### src/rtl/piggy_pkg.sv
// Shared definitions for the piggy-bank coin front end: FSM states and default widths.
package piggy_pkg;

    typedef enum logic [1:0] {
        RUN   = 2'd0,
        DRAIN = 2'd1,
        CLEAR = 2'd2
    } state_e;

    localparam int DENOM_W    = 8;
    localparam int TOTAL_W_DEF = 16;
    localparam int PEND_W_DEF  = 3;

endpackage

### src/rtl/rr_arbiter.sv
// Combinational round-robin pick: first requesting slot after last_grant, with wrap-around.
module rr_arbiter #(
    parameter int NUM_SLOTS = 4,
    parameter int SLOT_W    = 2
) (
    input  logic [NUM_SLOTS-1:0] req,
    input  logic [SLOT_W-1:0]    last_grant,
    output logic                 gnt_valid,
    output logic [SLOT_W-1:0]    gnt_idx
);

    logic [SLOT_W-1:0] idx;

    always_comb begin
        gnt_valid = 1'b0;
        gnt_idx   = '0;
        idx       = '0;
        for (int off = 1; off <= NUM_SLOTS; off++) begin
            idx = SLOT_W'((int'(last_grant) + off) % NUM_SLOTS);
            if (!gnt_valid && req[idx]) begin
                gnt_valid = 1'b1;
                gnt_idx   = idx;
            end
        end
    end

endmodule

### src/rtl/coin_slot_scheduler.sv
// Multi-slot coin front end: edge detect, per-slot pending queues, round-robin adder, withdraw sequencing.
// Optional goal comparator enabled by defining GOAL_EN.
module coin_slot_scheduler
    import piggy_pkg::*;
#(
    parameter int NUM_SLOTS = 4,
    parameter int TOTAL_W   = TOTAL_W_DEF,
    parameter int PEND_W    = PEND_W_DEF,
    localparam int SLOT_W   = (NUM_SLOTS > 1) ? $clog2(NUM_SLOTS) : 1
) (
    input  logic                         clk,
    input  logic                         reset,
    input  logic [NUM_SLOTS-1:0]         coin_in,
    input  logic [DENOM_W*NUM_SLOTS-1:0] denom_cfg,
    input  logic                         withdraw_req,
    output logic [TOTAL_W-1:0]           total,
    output logic                         add_valid,
    output logic [SLOT_W-1:0]            add_slot,
    output logic [NUM_SLOTS-1:0]         dropped,
    output logic                         overflow_err,
    output logic                         busy,
    output logic                         withdraw_done,
    output logic [TOTAL_W-1:0]           withdraw_amount
`ifdef GOAL_EN
    ,
    input  logic [TOTAL_W-1:0]           goal_cfg,
    output logic                         goal_reached
`endif
);

    localparam logic [PEND_W-1:0] PEND_MAX   = '1;
    localparam logic [SLOT_W-1:0] LAST_RESET = SLOT_W'(NUM_SLOTS - 1);

    state_e                 state_q, state_d;
    logic [NUM_SLOTS-1:0]   coin_prev_q;
    logic [NUM_SLOTS-1:0]   edges;
    logic [NUM_SLOTS-1:0]   req;
    logic [PEND_W-1:0]      pending_q [NUM_SLOTS];
    logic [PEND_W-1:0]      pending_d [NUM_SLOTS];
    logic [SLOT_W-1:0]      last_grant_q, last_grant_d;
    logic [SLOT_W-1:0]      gnt_idx;
    logic                   gnt_valid;
    logic                   grant_en;
    logic                   accept, take;
    logic [DENOM_W-1:0]     denom_sel;
    logic [TOTAL_W:0]       sum;
    logic [TOTAL_W-1:0]     total_q, total_d;
    logic [TOTAL_W-1:0]     amount_q, amount_d;
    logic [NUM_SLOTS-1:0]   dropped_q, dropped_d;
    logic [SLOT_W-1:0]      add_slot_q, add_slot_d;
    logic                   add_valid_q, add_valid_d;
    logic                   ovf_q, ovf_d;
    logic                   done_q, done_d;

    assign edges = coin_in & ~coin_prev_q;

    always_comb begin
        req = '0;
        for (int i = 0; i < NUM_SLOTS; i++) begin
            req[i] = (pending_q[i] != '0);
        end
    end

    rr_arbiter #(
        .NUM_SLOTS (NUM_SLOTS),
        .SLOT_W    (SLOT_W)
    ) u_arb (
        .req        (req),
        .last_grant (last_grant_q),
        .gnt_valid  (gnt_valid),
        .gnt_idx    (gnt_idx)
    );

    // No grants in CLEAR; pending is already empty there, this just keeps the adder quiet.
    assign grant_en  = gnt_valid && (state_q != CLEAR);
    assign denom_sel = denom_cfg[int'(gnt_idx)*DENOM_W +: DENOM_W];
    assign sum       = {1'b0, total_q} + (TOTAL_W+1)'(denom_sel);

    always_comb begin
        state_d      = state_q;
        pending_d    = pending_q;
        last_grant_d = last_grant_q;
        total_d      = total_q;
        amount_d     = amount_q;
        ovf_d        = ovf_q;
        done_d       = 1'b0;
        dropped_d    = '0;
        add_valid_d  = grant_en;
        add_slot_d   = grant_en ? gnt_idx : '0;
        accept       = 1'b0;
        take         = 1'b0;

        for (int i = 0; i < NUM_SLOTS; i++) begin
            accept       = edges[i] && (state_q == RUN) && (pending_q[i] != PEND_MAX);
            take         = grant_en && (gnt_idx == SLOT_W'(i));
            dropped_d[i] = edges[i] && !accept;
            if (accept && !take) begin
                pending_d[i] = pending_q[i] + 1'b1;
            end else if (!accept && take) begin
                pending_d[i] = pending_q[i] - 1'b1;
            end
        end

        if (grant_en) begin
            last_grant_d = gnt_idx;
            if (sum[TOTAL_W]) begin
                total_d = '1;
                ovf_d   = 1'b1;
            end else begin
                total_d = sum[TOTAL_W-1:0];
            end
        end

        case (state_q)
            RUN: begin
                if (withdraw_req) begin
                    state_d = DRAIN;
                end
            end
            DRAIN: begin
                if (req == '0) begin
                    state_d = CLEAR;
                end
            end
            CLEAR: begin
                amount_d = total_q;
                total_d  = '0;
                ovf_d    = 1'b0;
                done_d   = 1'b1;
                state_d  = RUN;
            end
            default: state_d = RUN;
        endcase
    end

    always_ff @(posedge clk) begin
        if (reset) begin
            state_q <= RUN;
        end else begin
            state_q <= state_d;
        end
    end

    // Previous coin level resets high so a coin held through reset release is not counted.
    always_ff @(posedge clk) begin
        if (reset) begin
            coin_prev_q  <= '1;
            last_grant_q <= LAST_RESET;
            total_q      <= '0;
            amount_q     <= '0;
            ovf_q        <= 1'b0;
            done_q       <= 1'b0;
            dropped_q    <= '0;
            add_valid_q  <= 1'b0;
            add_slot_q   <= '0;
            for (int i = 0; i < NUM_SLOTS; i++) begin
                pending_q[i] <= '0;
            end
        end else begin
            coin_prev_q  <= coin_in;
            last_grant_q <= last_grant_d;
            total_q      <= total_d;
            amount_q     <= amount_d;
            ovf_q        <= ovf_d;
            done_q       <= done_d;
            dropped_q    <= dropped_d;
            add_valid_q  <= add_valid_d;
            add_slot_q   <= add_slot_d;
            for (int i = 0; i < NUM_SLOTS; i++) begin
                pending_q[i] <= pending_d[i];
            end
        end
    end

`ifdef GOAL_EN
    logic goal_q;

    always_ff @(posedge clk) begin
        if (reset) begin
            goal_q <= 1'b0;
        end else if (state_q == CLEAR) begin
            goal_q <= 1'b0;
        end else if ((goal_cfg != '0) && (total_q >= goal_cfg)) begin
            goal_q <= 1'b1;
        end
    end

    assign goal_reached = goal_q;
`endif

    assign total           = total_q;
    assign add_valid       = add_valid_q;
    assign add_slot        = add_slot_q;
    assign dropped         = dropped_q;
    assign overflow_err    = ovf_q;
    assign busy            = (state_q == DRAIN) || (state_q == CLEAR);
    assign withdraw_done   = done_q;
    assign withdraw_amount = amount_q;

endmodule

### config.mk
export PLATFORM = sky130hd
export DESIGN_NAME = coin_slot_scheduler
export DESIGN_NICKNAME = d
export VERILOG_FILES = /design/src/rtl/piggy_pkg.sv /design/src/rtl/rr_arbiter.sv /design/src/rtl/coin_slot_scheduler.sv
export SDC_FILE = /design/constraint.sdc
export NUM_CORES = 1
export LEC_CHECK = 0
export BUFFER_PORTS_ARGS = -buffer_cell sky130_fd_sc_hd__clkbuf_2
export CORE_MARGIN = 5
export CORE_UTILIZATION = 30
export DETAILED_ROUTE_END_ITERATION = 12
export MAX_ROUTING_LAYER = met4
export PLACE_DENSITY_LB_ADDON = 0.12
export SLEW_MARGIN = 20
export SYNTH_ARGS = -nofsm -noshare
export SYNTH_HDL_FRONTEND = slang
export SYNTH_SLANG_ARGS = --single-unit
### constraint.sdc
create_clock -name clk -period 7.25 [get_ports clk]
set_input_delay 0.3625 -clock clk [delete_from_list [all_inputs] [get_ports clk]]
set_output_delay 0.3625 -clock clk [all_outputs]
set_load 0.005 [all_outputs]
==> run_results.csv, run 1 <==
group,metric,value,unit
status,run_status,"finished, final reports clean",
synth,synth.ff_latch_count,61,
clocking,tritoncts,"built",
place,routabilityCongestion,0.769,
global_route,first_global_vias,2845,
clocking,clock-sinks,61,
finish,fillerInstances,1130,
critical_path,endpoint_kind,"flip-flop",
finish,antenna-diode-count,0,
critical_path,critPathLaunchType,"flip-flop",
timing,hold_viol,0,
clocking,htree_num_levels,3,
power,net_sw_power,0.921,mW
power,clockPowerShare,0.172,
floorplan,io-pin-count,81,
critical_path,path_class,"reg -> reg",
timing,setup_tns,0,ps
finish,most-common-layout-cells,"80 x sky130_fd_sc_hd__clkbuf_2, 61 x sky130_fd_sc_hd__dfxtp_1, 46 x sky130_fd_sc_hd__nor2_1, 36 x sky130_fd_sc_hd__nand2_1, 26 x sky130_fd_sc_hd__a21oi_1",
floorplan,core-area,10700,sq um
detailed_routing,final_antenna_net_count,0,
detailed_routing,drt-initial-drc-count,62,
power,power_frac_comb,0.595,
clocking,cts_resized,0,
finish,final_design_area_no_fill,3990,sq um
job,cap_violations,0,
timing,final.min_clock_period,4110,ps
clocking,cts-hold-fix-buffers,0,
detailed_routing,dr_wl_met3,338,um
finish,finalNetCount,503,
synth,synth_warnings,0,
detailed_routing,route.met2.wl,3800,um
detailed_routing,wirelength_met1,4200,um
power,peakVddDrop,0.000184,V
floorplan,initial_cell_density_of_the_core,0.303,
synth,ys_seq_area_frac,0.377,
synth,syn_inst,364,
detailed_routing,route.final.wire_length,8470,um
finish,syn2layout_area_growth,22.9,%
clocking,clkLatencyLatePin,350,ps
detailed_routing,routed.top_layer,"met4",
detailed_routing,vias,2849,
detailed_routing,detail_route.vias_per_cell,4.85,
detailed_routing,dr.pass1.iters,4,
synth,synth_edf_count,0,
timing,timing_worst_slew_pin_value,701,ps
power,share_seq_of_total_power,0.233,
floorplan,die_height,114,um
global_route,grt_pass1_wl,14300,um
global_route,pin_count_of_the_biggest_net_entering_global_routing,46,
critical_path,critPathMaxFanout,18,
detailed_routing,residual_drc_count,0,
floorplan,floorplan.die.width,114,um
timing,setup_violations,0,
finish,final_common_cell,"sky130_fd_sc_hd__clkbuf_2",
finish,final_util,0.373,
timing,max_freq,0.243,GHz
power,power,2.02,mW
worst_hold_path,timing.hold.worst.class,"in -> reg",
timing,fin_skew,11.0,ps
synth,ffs_w_async_s_r_synth,0,
clocking,cts.clk_slew.worst_paths,70,ps
global_route,grt.total_usage,0.140,
clocking,postCtsSetupRepairBufs,0,
place,placed_cell_area,3760,sq um
synth,postSynthNetCount,425,
timing,timing_max_transition_violations_final,0,
synth,synth-xor-area-share,0.0324,
critical_path,worst-endpoint-required,7510,ps
power,cell_leakage_power,1.75,nW
place,place.port_buffers,80,
clocking,clk_root_buffer_cell,"sky130_fd_sc_hd__clkbuf_8",
power,swShare,0.456,
power,power_density,506,nW/um^2
synth,synthFlopType,"sky130_fd_sc_hd__dfxtp_1",
detailed_routing,wl_per_cell,14.4,um
critical_path,cp_data_arrival_time,4370,ps
synth,synth-compound-area-share,0.172,
synth,dominant_combinational_cell_family_by_area_after_synthesis,"simple AND/OR/NAND/NOR gates",
place,detailedPlacementHpwl,6110,um
timing,grt_setup_unrepaired,"false",
global_route,antenna_violations_before_repair,0,
clocking,maximum_root_to_sink_buffer_count,2,
clocking,clock_buffers_created_by_tritoncts,9,
synth,synth_simple_gate_area_share,0.218,
timing,post-route-period-util,0.567,
floorplan,floorplan.rows,38,
timing,maxSlewHeadroom,0.531,
global_route,globalRouteOverflowTotal,0,
synth,synth.avg_cell_area,8.91,sq um
synth,synth_cell_types,56,
synth,synth_fa_ha_area_frac,0.0965,
synth,fraction_of_synthesized_area_in_multiplexers,0.0679,
finish,drive_gt1_frac,0.271,
power,internal_power,1.10,mW
synth,syn_area,3240,sq um
floorplan,die-area,13000,sq um
==> cell usage after synthesis (8+ instances only) <==
| master | count | share of area |
|---|---|---|
| sky130_fd_sc_hd__a32oi_1 | 8 | 0.022 |
| sky130_fd_sc_hd__nor2b_1 | 8 | 0.015 |
| sky130_fd_sc_hd__o21ai_0 | 14 | 0.022 |
| sky130_fd_sc_hd__ha_1 | 17 | 0.066 |
| sky130_fd_sc_hd__nor2_1 | 46 | 0.053 |
| sky130_fd_sc_hd__a31oi_1 | 11 | 0.021 |
| sky130_fd_sc_hd__nand2_1 | 36 | 0.042 |
| sky130_fd_sc_hd__a21oi_1 | 26 | 0.040 |
| sky130_fd_sc_hd__xor2_1 | 10 | 0.027 |
| sky130_fd_sc_hd__inv_1 | 10 | 0.012 |
| sky130_fd_sc_hd__mux2i_1 | 22 | 0.068 |
| sky130_fd_sc_hd__dfxtp_1 | 61 | 0.38 |
==> critical path: stages (launching register included) <==
cell,delay [ps]
sky130_fd_sc_hd__dfxtp_1,370
sky130_fd_sc_hd__or3_4,430
sky130_fd_sc_hd__a211oi_2,280
sky130_fd_sc_hd__and2_1,610
sky130_fd_sc_hd__nand2_1,110
sky130_fd_sc_hd__a32oi_1,220
sky130_fd_sc_hd__ha_1,190
sky130_fd_sc_hd__inv_1,50
sky130_fd_sc_hd__fa_1,370
sky130_fd_sc_hd__nand2b_1,190
sky130_fd_sc_hd__a21oi_1,230
sky130_fd_sc_hd__o21ai_1,180
sky130_fd_sc_hd__nor2_2,410
sky130_fd_sc_hd__nor2b_1,110
sky130_fd_sc_hd__a311oi_2,260
==> layout make-up <==
| type | count | area (sq um) | share of cell area |
|---|---|---|---|
| timing repair buffer | 83 | 423 | 0.106 |
| inverter | 10 | 37.5 | 0.00942 |
| clock inverter | 7 | 98.8 | 0.0248 |
| clock buffer | 9 | 124 | 0.0311 |
| tap | 140 | 175 | 0.0440 |
| multi-input combinational | 277 | 1910 | 0.478 |
| sequential | 61 | 1220 | 0.306 |
==> cell families after synthesis <==
logic type	count (synthesis)
buf+inv	26
compound gates	83
fa+ha+maj	22
xor+xnor	12
mux	22
flops	61
simple gates	138
==> sequential cells by signal, summed over array words and instances, names as in the netlist <==
name / flops
add_slot: 2
add_valid: 1
coin_prev_q: 4
dropped: 4
last_grant_q: 2
overflow_err: 1
pending_q: 12
state_q: 2
total: 16
withdraw_amount: 16
withdraw_done: 1
==> through the flow <==
stage / cells / hold slack, ps / setup WS, ps
6_report: 587 / 234 / 3140
5_1_grt: 587 / 237 / 2810
4_1_cts: 587 / 222 / 3110
3_5_place_dp: 571 / 405 / 3140
3_3_place_gp: 571 / 399 / 3270
2_1_floorplan: 364 / 390 / 3870
==> path summary, 6_finish.rpt <==
path,endpoint,start,cells past startpoint,slack [ps]
setup / recovery,total[11],pending_q[6],14,3140
hold / removal,coin_prev_q[0],coin_in[0],2,230
setup reg to reg,total[11],pending_q[6],14,3140
hold reg to reg,dropped[3],coin_prev_q[3],1,420
==> power groups by stage <==
| stage | sequential, mW | clock [mW] | combinational, mW |
|---|---|---|---|
| final | 0.470 | 0.347 | 1.20 |
| after floorplan | 0.464 | 0 | 0.953 |
| after global routing | 0.482 | 0.370 | 1.37 |
| after global placement | 0.476 | 0 | 1.19 |
| after detailed placement | 0.479 | 0 | 1.20 |
| after CTS | 0.471 | 0.358 | 1.21 |
==> routing by layer <==
layer	vias to the layer above	global-route usage
li1	1455	-
met4	0	0.0499
met2	58	0.211
met1	1327	0.189
met5	-	-
met3	9	0.0265
Note: power is estimated with default switching activity, not from simulation.
==> inputs of run 2 (changes only) <==
==> constraint.sdc (replaced) <==
create_clock -name clk -period 4.2 [get_ports clk]
set_input_delay 0.21 -clock clk [delete_from_list [all_inputs] [get_ports clk]]
set_output_delay 0.21 -clock clk [all_outputs]
set_load 0.005 [all_outputs]
==> run 2 against run 1 <==
Net effect: register-to-register slack worse by 2700 ps; setup slack worse by 2700 ps; die area stayed put; critical path type unchanged; clock-buffer cell count is 4 higher; largest power group unchanged; sequential cell count stayed put; maximum frequency is 8.0% higher; critical endpoint is now total[14]; core utilization is 0.42 points higher.
==> run_results.csv, run 2 (synthesis results as in run 1) <==
group,metric,value,unit
status,run_status,"finished, final reports clean",
timing,fin_skew,16.3,ps
critical_path,crit_top_cell,"sky130_fd_sc_hd__a21oi_1",
timing,final.min_clock_period,3810,ps
critical_path,crit_family,"compound AO/OA/AOI/OAI gates",
global_route,grt_pass1_wl,14100,um
detailed_routing,dr.pass1.iters,4,
clocking,cts.clk_slew.worst_paths,70,ps
timing,hold_viol,0,
finish,final_common_cell,"sky130_fd_sc_hd__clkbuf_2",
critical_path,crit_chain,"nor3_2 -> nor3b_1 -> o31ai_2 -> buf_4 -> a21oi_1 -> a32o_1 -> fa_1 -> nand2b_1 -> a21oi_1 -> o21ai_1 -> nor2_2 -> nor4b_1 -> nor3_1",
clocking,postCtsSetupRepairBufs,0,
critical_path,crit_buf_inv,1,
detailed_routing,vias,2896,
finish,drive_gt1_frac,0.278,
timing,timing_max_transition_violations_final,0,
floorplan,core-area,10700,sq um
detailed_routing,drt-initial-drc-count,94,
job,cap_violations,0,
power,peakVddDrop,0.000352,V
finish,antenna-diode-count,0,
timing,setup_violations,0,
finish,most-common-layout-cells,"80 x sky130_fd_sc_hd__clkbuf_2, 61 x sky130_fd_sc_hd__dfxtp_1, 46 x sky130_fd_sc_hd__nor2_1, 36 x sky130_fd_sc_hd__nand2_1, 26 x sky130_fd_sc_hd__a21oi_1",
timing,max_freq,0.263,GHz
timing,setup_tns,0,ps
detailed_routing,final_antenna_net_count,0,
timing,timing_worst_slew_pin_value,612,ps
finish,final_design_area_no_fill,4030,sq um
finish,seq_area,1220,sq um
global_route,grt.total_usage,0.140,
global_route,globalRouteOverflowTotal,0,
timing,grt_setup_unrepaired,"false",
clocking,cts-hold-fix-buffers,0,
critical_path,critPathLaunchType,"flip-flop",
finish,fillerInstances,1148,
power,power_density,879,nW/um^2
place,routabilityCongestion,0.824,
detailed_routing,residual_drc_count,0,
detailed_routing,wl_per_cell,14.6,um
floorplan,die_height,114,um
place,place.port_buffers,80,
critical_path,worst_path_max_delay_cell,"sky130_fd_sc_hd__o31ai_2",
detailed_routing,detail_route.vias_per_cell,4.91,
floorplan,initial_cell_density_of_the_core,0.303,
power,cell_leakage_power,1.78,nW
critical_path,path_class,"reg -> reg",
clocking,maximum_root_to_sink_buffer_count,2,
timing,post-route-period-util,0.906,
clocking,clkLatencyLatePin,350,ps
clocking,cts_resized,0,
floorplan,floorplan.die.width,114,um
critical_path,endpoint_kind,"flip-flop",
critical_path,reg2reg_slack,390,ps
detailed_routing,route.final.wire_length,8620,um
floorplan,floorplan.rows,38,
clocking,clock_buffers_created_by_tritoncts,9,
critical_path,critPathMaxFanout,14,
place,placed_cell_area,3780,sq um
finish,finalNetCount,506,
place,detailedPlacementHpwl,6480,um
worst_hold_path,timing.hold.worst.class,"in -> reg",
finish,multi_input_area,1910,sq um
finish,final_util,0.377,
floorplan,io-pin-count,81,
clocking,clk_root_buffer_cell,"sky130_fd_sc_hd__clkbuf_8",
floorplan,die-area,13000,sq um
clocking,tritoncts,"built",
critical_path,worst-endpoint-required,4420,ps
clocking,htree_num_levels,3,
power,power,3.54,mW
global_route,first_global_vias,2840,
finish,syn2layout_area_growth,24.3,%
global_route,pin_count_of_the_biggest_net_entering_global_routing,28,
critical_path,cp_data_arrival_time,4030,ps
clocking,clock-sinks,61,
global_route,antenna_violations_before_repair,0,
timing,maxSlewHeadroom,0.589,
critical_path,critical-path-max-stage-delay,560,ps
==> run 2: metal layers <==
| metal | vias up | track usage | routed length, um |
|---|---|---|---|
| met4 | 0 | 0.0515 | 183 |
| met5 | - | - | 0 |
| li1 | 1457 | - | - |
| met3 | 15 | 0.0398 | 426 |
| met2 | 75 | 0.208 | 3870 |
| met1 | 1349 | 0.181 | 4140 |
==> run 2: report_power, final <==
group,internal (mW),leakage (nW),total (mW),switching (mW)
sequential,0.691,0.499,0.813,0.122
clock,0.399,0.126,0.641,0.243
combinational,0.889,1.16,2.09,1.20
total,1.98,1.78,3.54,1.56
==> run 2: area by class of cell <==
type                       count  area share
timing repair buffer          86       0.111
clock buffer                  13      0.0444
tap                          140      0.0435
clock inverter                 3      0.0161
sequential                    61       0.303
inverter                      10     0.00931
multi-input combinational    277       0.473
==> run 2: path summary, 6_finish.rpt <==
path / startpoint / end / cells after the start
setup reg to reg: pending_q[0] / total[14] / 13
hold / removal: coin_in[1] / coin_prev_q[1] / 2
setup / recovery: pending_q[0] / total[14] / 13
hold reg to reg: coin_prev_q[3] / dropped[3] / 1
==> run 2: through the flow <==
stage | worst slack, ps | hold WS, ps | instances
after global placement | 454 | 400 | 574
after detailed placement | 371 | 399 | 574
final | 394 | 90.1 | 590
after CTS | 343 | 75.0 | 590
after floorplan | 817 | 317 | 364
after global routing | 10.9 | 76.0 | 590
==> inputs of run 3 (changes only) <==
--- a/config.mk
+++ b/config.mk
@@ -9,6 +9,7 @@
 export CORE_MARGIN = 5
 export CORE_UTILIZATION = 30
 export DETAILED_ROUTE_END_ITERATION = 12
+export GPL_ROUTABILITY_DRIVEN = 0
 export MAX_ROUTING_LAYER = met4
 export PLACE_DENSITY_LB_ADDON = 0.12
 export SLEW_MARGIN = 20
==> constraint.sdc (replaced) <==
create_clock -name clk -period 4.2 [get_ports clk]
set_input_delay 0 -clock clk [delete_from_list [all_inputs] [get_ports clk]]
set_output_delay 0 -clock clk [all_outputs]
set_load 0.005 [all_outputs]
==> run 3 against run 2 <==
Net effect: wire length up 0.45%; maximum frequency rose by 0.45%; sequential share of layout area shrank 0.37 points; critical path depth stayed put; cell count is 0.85% higher; global-route usage barely moved; clock skew about the same; core utilization increased by 0.47 points; via count rose by 0.48%; die area did not move.
==> run_results.csv, run 3 (synthesis results as in run 1) <==
group,metric,value,unit
timing,post-route-period-util,0.902,
timing,hold_viol,0,
floorplan,die_height,114,um
detailed_routing,route.met2.wl,3910,um
clocking,clkLatencyLatePin,350,ps
global_route,first_global_vias,2857,
critical_path,critPathLaunchType,"flip-flop",
finish,finalNetCount,511,
timing,setup_tns,0,ps
clocking,htree_num_levels,3,
timing,maxSlewHeadroom,0.588,
global_route,globalRouteOverflowTotal,0,
detailed_routing,vias,2910,
finish,final_common_cell,"sky130_fd_sc_hd__clkbuf_2",
finish,fillerInstances,1148,
critical_path,cp_data_arrival_time,4010,ps
place,detailedPlacementHpwl,6480,um
worst_hold_path,holdPathStages,2,
power,internal_power,1.98,mW
clocking,maximum_root_to_sink_buffer_count,2,
detailed_routing,final_antenna_net_count,0,
critical_path,worst-endpoint-required,4420,ps
power,net_sw_power,1.56,mW
floorplan,io-pin-count,81,
power,cell_leakage_power,1.80,nW
finish,antenna-diode-count,0,
clocking,clock-sinks,61,
detailed_routing,wl_per_cell,14.5,um
clocking,clock_buffers_created_by_tritoncts,9,
power,clockPowerShare,0.181,
detailed_routing,routed.top_layer,"met4",
power,share_seq_of_total_power,0.229,
finish,drive_gt1_frac,0.275,
timing,max_freq,0.264,GHz
power,peakVddDrop,0.000352,V
detailed_routing,route.final.wire_length,8650,um
finish,most-common-layout-cells,"80 x sky130_fd_sc_hd__clkbuf_2, 61 x sky130_fd_sc_hd__dfxtp_1, 46 x sky130_fd_sc_hd__nor2_1, 36 x sky130_fd_sc_hd__nand2_1, 26 x sky130_fd_sc_hd__a21oi_1",
status,run_status,"finished, final reports clean",
global_route,antenna_violations_before_repair,0,
floorplan,floorplan.die.width,114,um
global_route,grt_pass1_wl,14200,um
critical_path,path_class,"reg -> reg",
detailed_routing,wirelength_met1,4140,um
clocking,tritoncts,"built",
detailed_routing,detail_route.vias_per_cell,4.89,
critical_path,endpoint_kind,"flip-flop",
place,place.port_buffers,80,
power,power_density,868,nW/um^2
floorplan,die-area,13000,sq um
worst_hold_path,timing.hold.worst.class,"in -> reg",
timing,timing_worst_slew_pin_value,615,ps
floorplan,core-area,10700,sq um
detailed_routing,dr_wl_met3,444,um
timing,fin_skew,16.7,ps
finish,syn2layout_area_growth,25.9,%
critical_path,critPathMaxFanout,14,
global_route,pin_count_of_the_biggest_net_entering_global_routing,28,
clocking,clk_root_buffer_cell,"sky130_fd_sc_hd__clkbuf_8",
timing,holdWs,211,ps
power,power_frac_comb,0.589,
floorplan,initial_cell_density_of_the_core,0.303,
floorplan,floorplan.rows,38,
detailed_routing,dr.pass1.iters,4,
timing,final.min_clock_period,3790,ps
job,cap_violations,0,
detailed_routing,drt-initial-drc-count,84,
critical_path,worst_r2r_path_depth,13,
timing,setup_violations,0,
timing,grt_setup_unrepaired,"false",
power,swShare,0.441,
timing,timing_max_transition_violations_final,0,
clocking,cts.clk_slew.worst_paths,90,ps
detailed_routing,residual_drc_count,0,
global_route,grt.total_usage,0.140,
power,power,3.54,mW
## run 3: worst max-delay path, stage by stage, from the launching register on
cell	delay [ps]
sky130_fd_sc_hd__dfxtp_1	370
sky130_fd_sc_hd__nor3_2	320
sky130_fd_sc_hd__nor3b_1	130
sky130_fd_sc_hd__o31ai_2	570
sky130_fd_sc_hd__buf_4	310
sky130_fd_sc_hd__a21oi_1	80
sky130_fd_sc_hd__a32o_1	240
sky130_fd_sc_hd__fa_1	400
sky130_fd_sc_hd__nand2b_1	190
sky130_fd_sc_hd__a21oi_1	240
sky130_fd_sc_hd__o21ai_1	190
sky130_fd_sc_hd__nor2_2	280
sky130_fd_sc_hd__nor4b_1	280
sky130_fd_sc_hd__nor3_1	70
## run 3: per-stage QoR
step / utilization / area, sq um / setup slack, ps / cells
floorplan: - / 3240 / 817 / 364
global placement: 0.354 / 3780 / 454 / 574
detailed placement: 0.354 / 3780 / 371 / 574
CTS: 0.381 / 4080 / 343 / 595
global route: 0.381 / 4080 / 10.9 / 595
finish: 0.381 / 4080 / 411 / 595
## run 3: metal layers
metal / global-route usage / up-vias
met1: 0.183 / 1347
met5: - / -
met4: 0.0507 / 0
li1: - / 1469
met3: 0.0393 / 14
met2: 0.208 / 80
## run 3: final timing paths
check	slack [ps]	endpoint	startpoint
worst max-delay path	410	total[14]	pending_q[0]
worst min-delay path	210	withdraw_amount[5]	reset
worst max register to register	410	total[14]	pending_q[0]
worst min register to register	410	dropped[3]	coin_prev_q[3]
## run 3: final cells by class
type / count / area, sq um / area share
tap: 140 / 175 / 0.0429
sequential: 61 / 1220 / 0.299
inverter: 10 / 37.5 / 0.00920
clock buffer: 13 / 179 / 0.0439
timing repair buffer: 91 / 495 / 0.121
clock inverter: 3 / 65.1 / 0.0159
multi-input combinational: 277 / 1910 / 0.467
## run 3: power by group through the flow
stage | clock network, mW | registers [mW] | logic [mW]
finish | 0.643 | 0.813 | 2.09
detailed placement | 0 | 0.828 | 2.08
floorplan | 0 | 0.800 | 1.65
global placement | 0 | 0.826 | 2.06
global route | 0.686 | 0.837 | 2.36
CTS | 0.659 | 0.816 | 2.10
## run 3: repair_timing
item,in CTS,in global routing
gates resized for setup,0,1
hold buffers,5,0
setup buffers,0,0
endpoints found under the hold margin,9,0
setup endpoints to repair,0,1
